`src/rtl/uart_tx_serializer.sv`:
```
// 8N1 UART transmitter with a one-byte holding register so the upstream buffer
// can hand over the next byte while the current frame is still shifting out.
module uart_tx_serializer #(
   parameter int CLOCKS_PER_BIT = 13,
   parameter int STOP_BITS      = 1
) (
   input  logic       clock,
   input  logic       reset_n,
   input  logic [7:0] data_in,
   input  logic       data_in_valid,
   output logic       data_in_ready,
   output logic       uart_tx,
   output logic       busy
);

   localparam int                CNT_W     = $clog2(CLOCKS_PER_BIT);
   localparam logic [CNT_W-1:0]  BAUD_LAST = CNT_W'(CLOCKS_PER_BIT - 1);
   localparam logic [2:0]        STOP_LAST = 3'(STOP_BITS - 1);

   typedef enum logic [1:0] {IDLE, START, DATA, STOP} state_t;

   state_t           state, state_nx;
   logic [CNT_W-1:0] baud_cnt, baud_cnt_nx;
   logic [2:0]       bit_idx, bit_idx_nx;
   logic             hold_full, hold_full_nx;
   logic             rdy_en;
   logic [7:0]       hold;
   logic [7:0]       shifter, shifter_nx;
   logic             uart_tx_nx;
   logic             baud_tick;
   logic             accept;
   logic             load;

   assign baud_tick     = (baud_cnt == BAUD_LAST);
   // rdy_en keeps ready low until the first edge after reset release
   assign data_in_ready = rdy_en && !hold_full;
   assign accept        = data_in_valid && data_in_ready;
   assign busy          = (state != IDLE) || hold_full;

   always_comb begin
      state_nx    = state;
      baud_cnt_nx = baud_tick ? '0 : baud_cnt + 1'b1;
      bit_idx_nx  = bit_idx;
      shifter_nx  = shifter;
      load        = 1'b0;
      uart_tx_nx  = 1'b1;

      case (state)
         IDLE: begin
            baud_cnt_nx = '0;
            if (hold_full) begin
               load     = 1'b1;
               state_nx = START;
            end
         end
         START: begin
            if (baud_tick) begin
               state_nx   = DATA;
               bit_idx_nx = '0;
            end
         end
         DATA: begin
            if (baud_tick) begin
               shifter_nx = {1'b0, shifter[7:1]};
               if (bit_idx == 3'd7) begin
                  state_nx   = STOP;
                  bit_idx_nx = '0;
               end else begin
                  bit_idx_nx = bit_idx + 3'd1;
               end
            end
         end
         STOP: begin
            if (baud_tick) begin
               if (bit_idx == STOP_LAST) begin
                  bit_idx_nx = '0;
                  // chain straight into the next start bit when a byte is waiting
                  if (hold_full) begin
                     load     = 1'b1;
                     state_nx = START;
                  end else begin
                     state_nx = IDLE;
                  end
               end else begin
                  bit_idx_nx = bit_idx + 3'd1;
               end
            end
         end
         default: state_nx = IDLE;
      endcase

      if (load) shifter_nx = hold;
      hold_full_nx = load ? 1'b0 : (accept ? 1'b1 : hold_full);

      // line value is registered from the next state so it changes on the same edge
      case (state_nx)
         START:   uart_tx_nx = 1'b0;
         DATA:    uart_tx_nx = shifter_nx[0];
         default: uart_tx_nx = 1'b1;
      endcase
   end

   always_ff @(posedge clock or negedge reset_n) begin
      if (!reset_n) begin
         state     <= IDLE;
         baud_cnt  <= '0;
         bit_idx   <= '0;
         hold_full <= 1'b0;
         rdy_en    <= 1'b0;
         uart_tx   <= 1'b1;
      end else begin
         state     <= state_nx;
         baud_cnt  <= baud_cnt_nx;
         bit_idx   <= bit_idx_nx;
         hold_full <= hold_full_nx;
         rdy_en    <= 1'b1;
         uart_tx   <= uart_tx_nx;
      end
   end

   always_ff @(posedge clock) begin
      if (accept) hold <= data_in;
      shifter <= shifter_nx;
   end

endmodule

```
`config.mk`:
```
export PLATFORM = sky130hd
export DESIGN_NAME = uart_tx_serializer
export DESIGN_NICKNAME = d
export VERILOG_FILES = /design/src/rtl/uart_tx_serializer.sv
export SDC_FILE = /design/constraint.sdc
export NUM_CORES = 1
export LEC_CHECK = 0
export BUFFER_PORTS_ARGS = -buffer_cell sky130_fd_sc_hd__buf_2
export CELL_PAD_IN_SITES_DETAIL_PLACEMENT = 0
export CELL_PAD_IN_SITES_GLOBAL_PLACEMENT = 2
export CORE_MARGIN = 2
export CORE_UTILIZATION = 40
export CTS_CLUSTER_SIZE = 24
export DETAILED_ROUTE_END_ITERATION = 10
export HOLD_SLACK_MARGIN = 0.05
export MAX_ROUTING_LAYER = met4
export PLACE_DENSITY_LB_ADDON = 0.1
export SETUP_SLACK_MARGIN = 0.1
export SLEW_MARGIN = 20
export SYNTH_ARGS = -nofsm -noshare
export SYNTH_HDL_FRONTEND = slang
export SYNTH_SLANG_ARGS = --single-unit
```
`constraint.sdc`:
```
create_clock -name clock -period 6.3 [get_ports clock]
set_clock_uncertainty 0.2 [all_clocks]
set_input_delay 0.63 -clock clock [delete_from_list [all_inputs] [get_ports clock]]
set_output_delay 0.63 -clock clock [all_outputs]
set_load 0.02 [all_outputs]
```
# ---- Yosys cells after proc, flatten, opt, wreduce, memory -nomap -nowiden
# Cells that the tools add are included.
dict set report word_totals {
  inputBits 11
  regBits 28
  elab_cells 60
  output_inout_bits 3
}
dict set report op_classes {
  mux 26
  n_reduce_logical 13
  n_addsub 2
  eq_ne 10
}
# cell n
set ops {}
lappend ops {{$mux W8} 3}
lappend ops {{$mux W3} 5}
lappend ops {{$mux W2} 6}
lappend ops {{$pmux W3 S3} 1}
lappend ops {{$mux W4} 2}
lappend ops {{$pmux W2 S4} 1}
lappend ops {{$reduce_bool A2 Y1} 4}
lappend ops {{$eq A2 B2 Y1 const B} 3}
lappend ops {{$mux W1} 6}
lappend ops {{$ne A2 B2 Y1 const B} 3}
lappend ops {{$add A4 B1 Y4 const B} 1}
lappend ops {{$eq A2 B1 Y1 const B} 2}
lappend ops {{$eq A4 B4 Y1 const B} 1}
lappend ops {{$pmux W1 S2} 2}
lappend ops {{$reduce_and A4 Y1} 1}
lappend ops {{$add A3 B1 Y3 const B} 1}
lappend ops {{$eq A3 B3 Y1 const B} 1}
lappend ops {{$logic_not A3 Y1} 1}
lappend ops {{$reduce_bool A3 Y1} 1}
lappend ops {{$logic_and A1 B1 Y1} 2}
lappend ops {{$logic_not A2 Y1} 1}
lappend ops {{$reduce_and A2 Y1} 1}
lappend ops {{$logic_not A1 Y1} 1}
lappend ops {{$logic_or A1 B1 Y1} 1}

# ---- Logic depth before layout (Yosys ltp)
dict set report depth {
  word_depth 6
  depth_mapped 8
  ltp_nobuf 7
}

# ---- Worst setup path before layout
# Ideal clock, no wire load.
dict set report synth_path {
  kind {reg-to-reg}
  startpoint {reg state[0]}
  endpoint {reg uart_tx}
  setup_ns 0.102
  t_required_ns 5.998
  synth_period_minus_slack_ns 2.089
  n_path_buf 1
  path_slack_ns 4.211
  arrival_time_ns 1.788
  path_stages_with_launch 9
  cell_sequence {dfrtp_1 -> inv_1 -> ha_1 -> and4_4 -> buf_6 -> mux2_4 -> mux2_4 -> nor2_1 -> mux2i_1}
}
dict set report synth_via {
  elab_cells_between_ends 17
  classes_between {eq/ne (5); mux (11); reduce/logical (1)}
}
# element line
set synth_rtl {}
lappend synth_rtl {{start: declaration} 22} ;# state_t state, state_nx;
lappend synth_rtl {{start signal: assignment} 112} ;# state <= state_nx;
lappend synth_rtl {{$eq A2 B2 Y1 or $logic_not A2 Y1 (tied branches)} 48} ;# case (state)
lappend synth_rtl {{$pmux W1 S2 or $mux W8 (tied branches)} 48}
lappend synth_rtl {{$mux W8 (*)} 92} ;# if (load) shifter_nx = hold;
lappend synth_rtl {{net shifter_nx[0]} 28} ;# logic [7:0] shifter, shifter_nx;
lappend synth_rtl {{$pmux W1 S2 (*)} 96} ;# case (state_nx)
lappend synth_rtl {{net uart_tx_nx} 29} ;# logic uart_tx_nx;
lappend synth_rtl {{end signal: assignment} 117} ;# uart_tx <= uart_tx_nx;
lappend synth_rtl {{end: declaration} 12} ;# output logic uart_tx,
# Mark *: on every way through the listed nets, which the timed path passes. The rest lies on a longest branch. The select of a mux whose other input is x is not followed.
# A chain may end at the register's enable or synchronous reset.

# ---- Worst setup path in the final report
dict set report layout_path {
  startpoint {reg state[1]}
  endpoint {reg shifter[6], enable pin}
}
dict set report layout_via {
  elab_chain_len 4
  elab_cells_between_ends 7
  classes_between {eq/ne (2); mux (1); reduce/logical (4)}
}
# element line
set layout_rtl {}
lappend layout_rtl {{$eq A2 B2 Y1 or $logic_not A2 Y1 (tied branches)} 48}
lappend layout_rtl {{$pmux W1 S2} 48}
lappend layout_rtl {{$reduce_bool A2 Y1 (no line)} -}
lappend layout_rtl {{$reduce_and A2 Y1 (no line) (*)} -}
lappend layout_rtl {{end signal: assignment} 123} ;# shifter <= shifter_nx;
lappend layout_rtl {{end: declaration} 28}
# Every way passes the cells marked *; elsewhere a longest branch is shown, timed or not.

==> qor.csv <==
stage;metric;value;unit
floorplanning;core_area;3310;µm²
logic_synthesis;synth_mux_area_share;3.72;%
detailed_routing;routed-via-count;894;
place;dp_cells;178;
run;drv_cap;0;
pwr;p_leak;0.638;nW
detailed_routing;drt_pass1_iterations;4;
pwr;netSwitchingFraction;31.5;%
sta;setup_tns;0;ns
pwr;comb_power_share;29.3;%
hold_path;whs_path_depth;1;
sta;slew_headroom;59.5;%
worst_setup_path;start_kind;register;
pwr;irDropWorstVdd;0.000160;V
logic_synthesis;ys_warn_count;0;
sta;drv_slew;0;
worst_setup_path;worstReg2RegStart;state[1];
place;place_area;1490;µm²
worst_setup_path;critPathKind;reg2reg;
sta;finalSetupViolCount;0;
worst_setup_path;crit_path_end_kind;register;
place;gp_congestion;0.768;
pwr;p_int;370;µW
final_layout;instances_no_fill;183;
floorplanning;start_util;41.6;%
logic_synthesis;yosysSeqAreaShare;56.0;%
floorplanning;die_area;3930;µm²
logic_synthesis;synth_xor_area_share;0.635;%
clock_network;path_clk_slew;0.16;ns
floorplanning;rows;21;
logic_synthesis;synth_cell_type_count;33;
worst_setup_path;required;6.12;ns
logic_synthesis;synth-edff-count;15;
logic_synthesis;synth_compound_area_share;9.62;%
clock_network;cts_max_path_buffers;2;
pwr;power.share.sequential;48.9;%
final_layout;syn2layout_area_growth;12.3;%
place;io_buffers;13;
global_routing;antenna_found_initial;0;
detailed_routing;avgViaCountPerCell;4.89;
logic_synthesis;netlist_area;1380;µm²
final_layout;antenna_cells;0;
logic_synthesis;synth-simple-area-share;17.3;%
clock_network;cts_resized;0;
logic_synthesis;synth_adder_area_share;9.07;%
logic_synthesis;synth_top_family_by_area;simple AND/OR/NAND/NOR gates;
logic_synthesis;syn_avg_cell_area;11.4;µm²
pwr;p_switching;171;µW
clock_network;cts_tree;built;
pwr;power_density;349;nW/µm²
sta;final_hold_viol_count;0;
final_layout;stdcell_area;1550;µm²
place;dp_hpwl;1.77;mm
hold_path;hold_path.class;in2reg;
floorplanning;die_y;62.7;µm
worst_setup_path;r2r_cells;5;
final_layout;fin_nets;159;
logic_synthesis;synthCells;121;
clock_network;htreeDepth;1;
global_routing;track_usage;13.3;%
final_layout;finish.utilization;46.7;%
sta;fmax;406;MHz
detailed_routing;drt_iter0_markers;46;
logic_synthesis;async_reset_ff_share;42.9;%
worst_setup_path;path_max_fanout;16;
global_routing;grt_max_degree;17;
worst_setup_path;startpoint;state[1];
logic_synthesis;syn_nets;142;
global_routing;grt_pass1_vias;884;
pwr;power.share.clock;21.8;%
sta;min_period;2.46;ns
detailed_routing;wirelength;2.37;mm
detailed_routing;post_drt_wl_per_cell;12.9;µm
floorplanning;pin_count;14;
place;place_ws;3.82;ns
final_layout;fillers;335;
detailed_routing;antenna_left;0;
global_routing;grt_pass1_wl;4.09;mm
clock_network;clk_latency;0.32;ns
hold_path;min_from;data_in[5];
clock_network;root_buffer;clkbuf_4;
detailed_routing;drc;0;
sta;rsz0062_at_grt;false;
clock_network;postCtsSetupRepairBufs;0;
worst_setup_path;worstPathArrival;2.29;ns
global_routing;globalRouteOverflowTotal;0;
logic_synthesis;synth_seq_cells;28;
final_layout;layout-drive-gt1-share;17.5;%
sta;fin_crit_sh;39.1;%
clock_network;numCtsBuffers;3;
sta;worst_slew_pin_slew;0.607;ns
logic_synthesis;synth-main-ff-cell;edfxtp_1;
floorplanning;die_w;62.7;µm
sta;finalWorstSetupSlack;3.84;ns
run_status;outcome;complete, no violations;
clock_network;cts_num_sinks;28;
-- worst max-delay path, cell delays in order, from the launching register on --
cell and delay (ns):
dfrtp_1 0.46, inv_1 0.11, ha_1 0.29, nand2b_1 0.18
o31ai_4 0.56, or2_1 0.36
-- layer usage --
| layer | part of all wire [%] | track usage, % | up-vias |
|---|---|---|---|
| li1 | - | - | 453 |
| met1 | 53 | 20.4 | 425 |
| met2 | 44 | 18.7 | 14 |
| met3 | 2.4 | 1.62 | 2 |
| met4 | 0.42 | 3.33 | 0 |
| met5 | 0 | - | - |
-- final timing paths --
| path | to | slack, ns |
|---|---|---|
| max in group asynchronous | uart_tx | 5.14 |
| min | hold[5] | 0.27 |
| min reg2reg | baud_cnt[0] | 0.30 |
| max | shifter[6] | 3.84 |
| min in group asynchronous | rdy_en | 0.49 |
| max reg2reg | shifter[6] | 3.84 |
-- stage by stage --
stage / total power [mW] / hold WS (ns)
global placement: 0.424 / 0.286
CTS: 0.547 / 0.263
detailed placement: 0.427 / 0.278
floorplan: 0.384 / 0.134
finish: 0.541 / 0.269
global route: 0.577 / 0.250
-- cell type report --
type / instances / area [µm²] / area share (%)
inverter: 8 / 30.0 / 1.94
sequential: 28 / 772 / 49.9
clock inverter: 1 / 30.0 / 1.94
tap: 46 / 57.6 / 3.72
multi-input combinational: 83 / 561 / 36.2
clock buffer: 3 / 22.5 / 1.46
timing repair buffer: 14 / 75.1 / 4.85
-- cells in the mapped netlist, types with 2 or more instances --
| cell | count | area (µm²) |
|---|---|---|
| o21ai_0 | 4 | 20.0 |
| and2_1 | 2 | 12.5 |
| ha_1 | 10 | 125 |
| nor2b_1 | 4 | 25.0 |
| mux2_4 | 2 | 30.0 |
| nor2_1 | 6 | 22.5 |
| a21oi_1 | 8 | 40.0 |
| nand3b_1 | 2 | 15.0 |
| inv_1 | 8 | 30.0 |
| dfrtp_1 | 11 | 275 |
| nand2_1 | 14 | 52.6 |
| o21ai_1 | 7 | 35.0 |
| nand4_1 | 2 | 12.5 |
| nor3_1 | 3 | 15.0 |
| nand2b_1 | 6 | 37.5 |
| edfxtp_1 | 15 | 450 |
-- sequential cells by signal (all words and copies together), names as in the netlist --
register and count:
baud_cnt 4, bit_idx 3, hold 8, hold_full 1, rdy_en 1, shifter 8
state 2, uart_tx 1
-- cells by family after synthesis --
family                     Yosys count
buffers and inverters               10
DFF                                 28
AOI/OAI and AO/OA                   22
muxes                                4
xor gates and xnor gates             1
adders and majority gates           10
other                                1
and+or+nand+nor                     45
-- what timing repair did --
item | CTS | global route
setup endpoints to repair | 0 | 0
endpoints found under the hold margin | 11 | 0
hold buffers | 1 | 0
-- power by group through the flow --
| stage | clock, mW | combinational (mW) | sequential, mW |
|---|---|---|---|
| 6_report | 0.118 | 0.159 | 0.264 |
| 5_1_grt | 0.128 | 0.178 | 0.271 |
| 4_1_cts | 0.122 | 0.161 | 0.265 |
| 3_5_place_dp | 0 | 0.158 | 0.269 |
| 3_3_place_gp | 0 | 0.155 | 0.270 |
| 2_1_floorplan | 0 | 0.118 | 0.266 |
-- cell usage in the layout, fill, tap and decap left out, types with 2 or more instances in the layout --
cell type and count:
inv_1 8, nor3_1 3, mux2_4 2, nand2_1 14, o21ai_0 4, nor2_1 6
nand2b_1 6, nand4_1 2, clkbuf_4 3, nand3b_1 2, o21ai_1 7, dfrtp_1 11
edfxtp_1 15, ha_1 10, nor2b_1 4, buf_2 13, a21oi_1 8, and2_1 2
No activity file was read; power rests on OpenSTA's default activity.
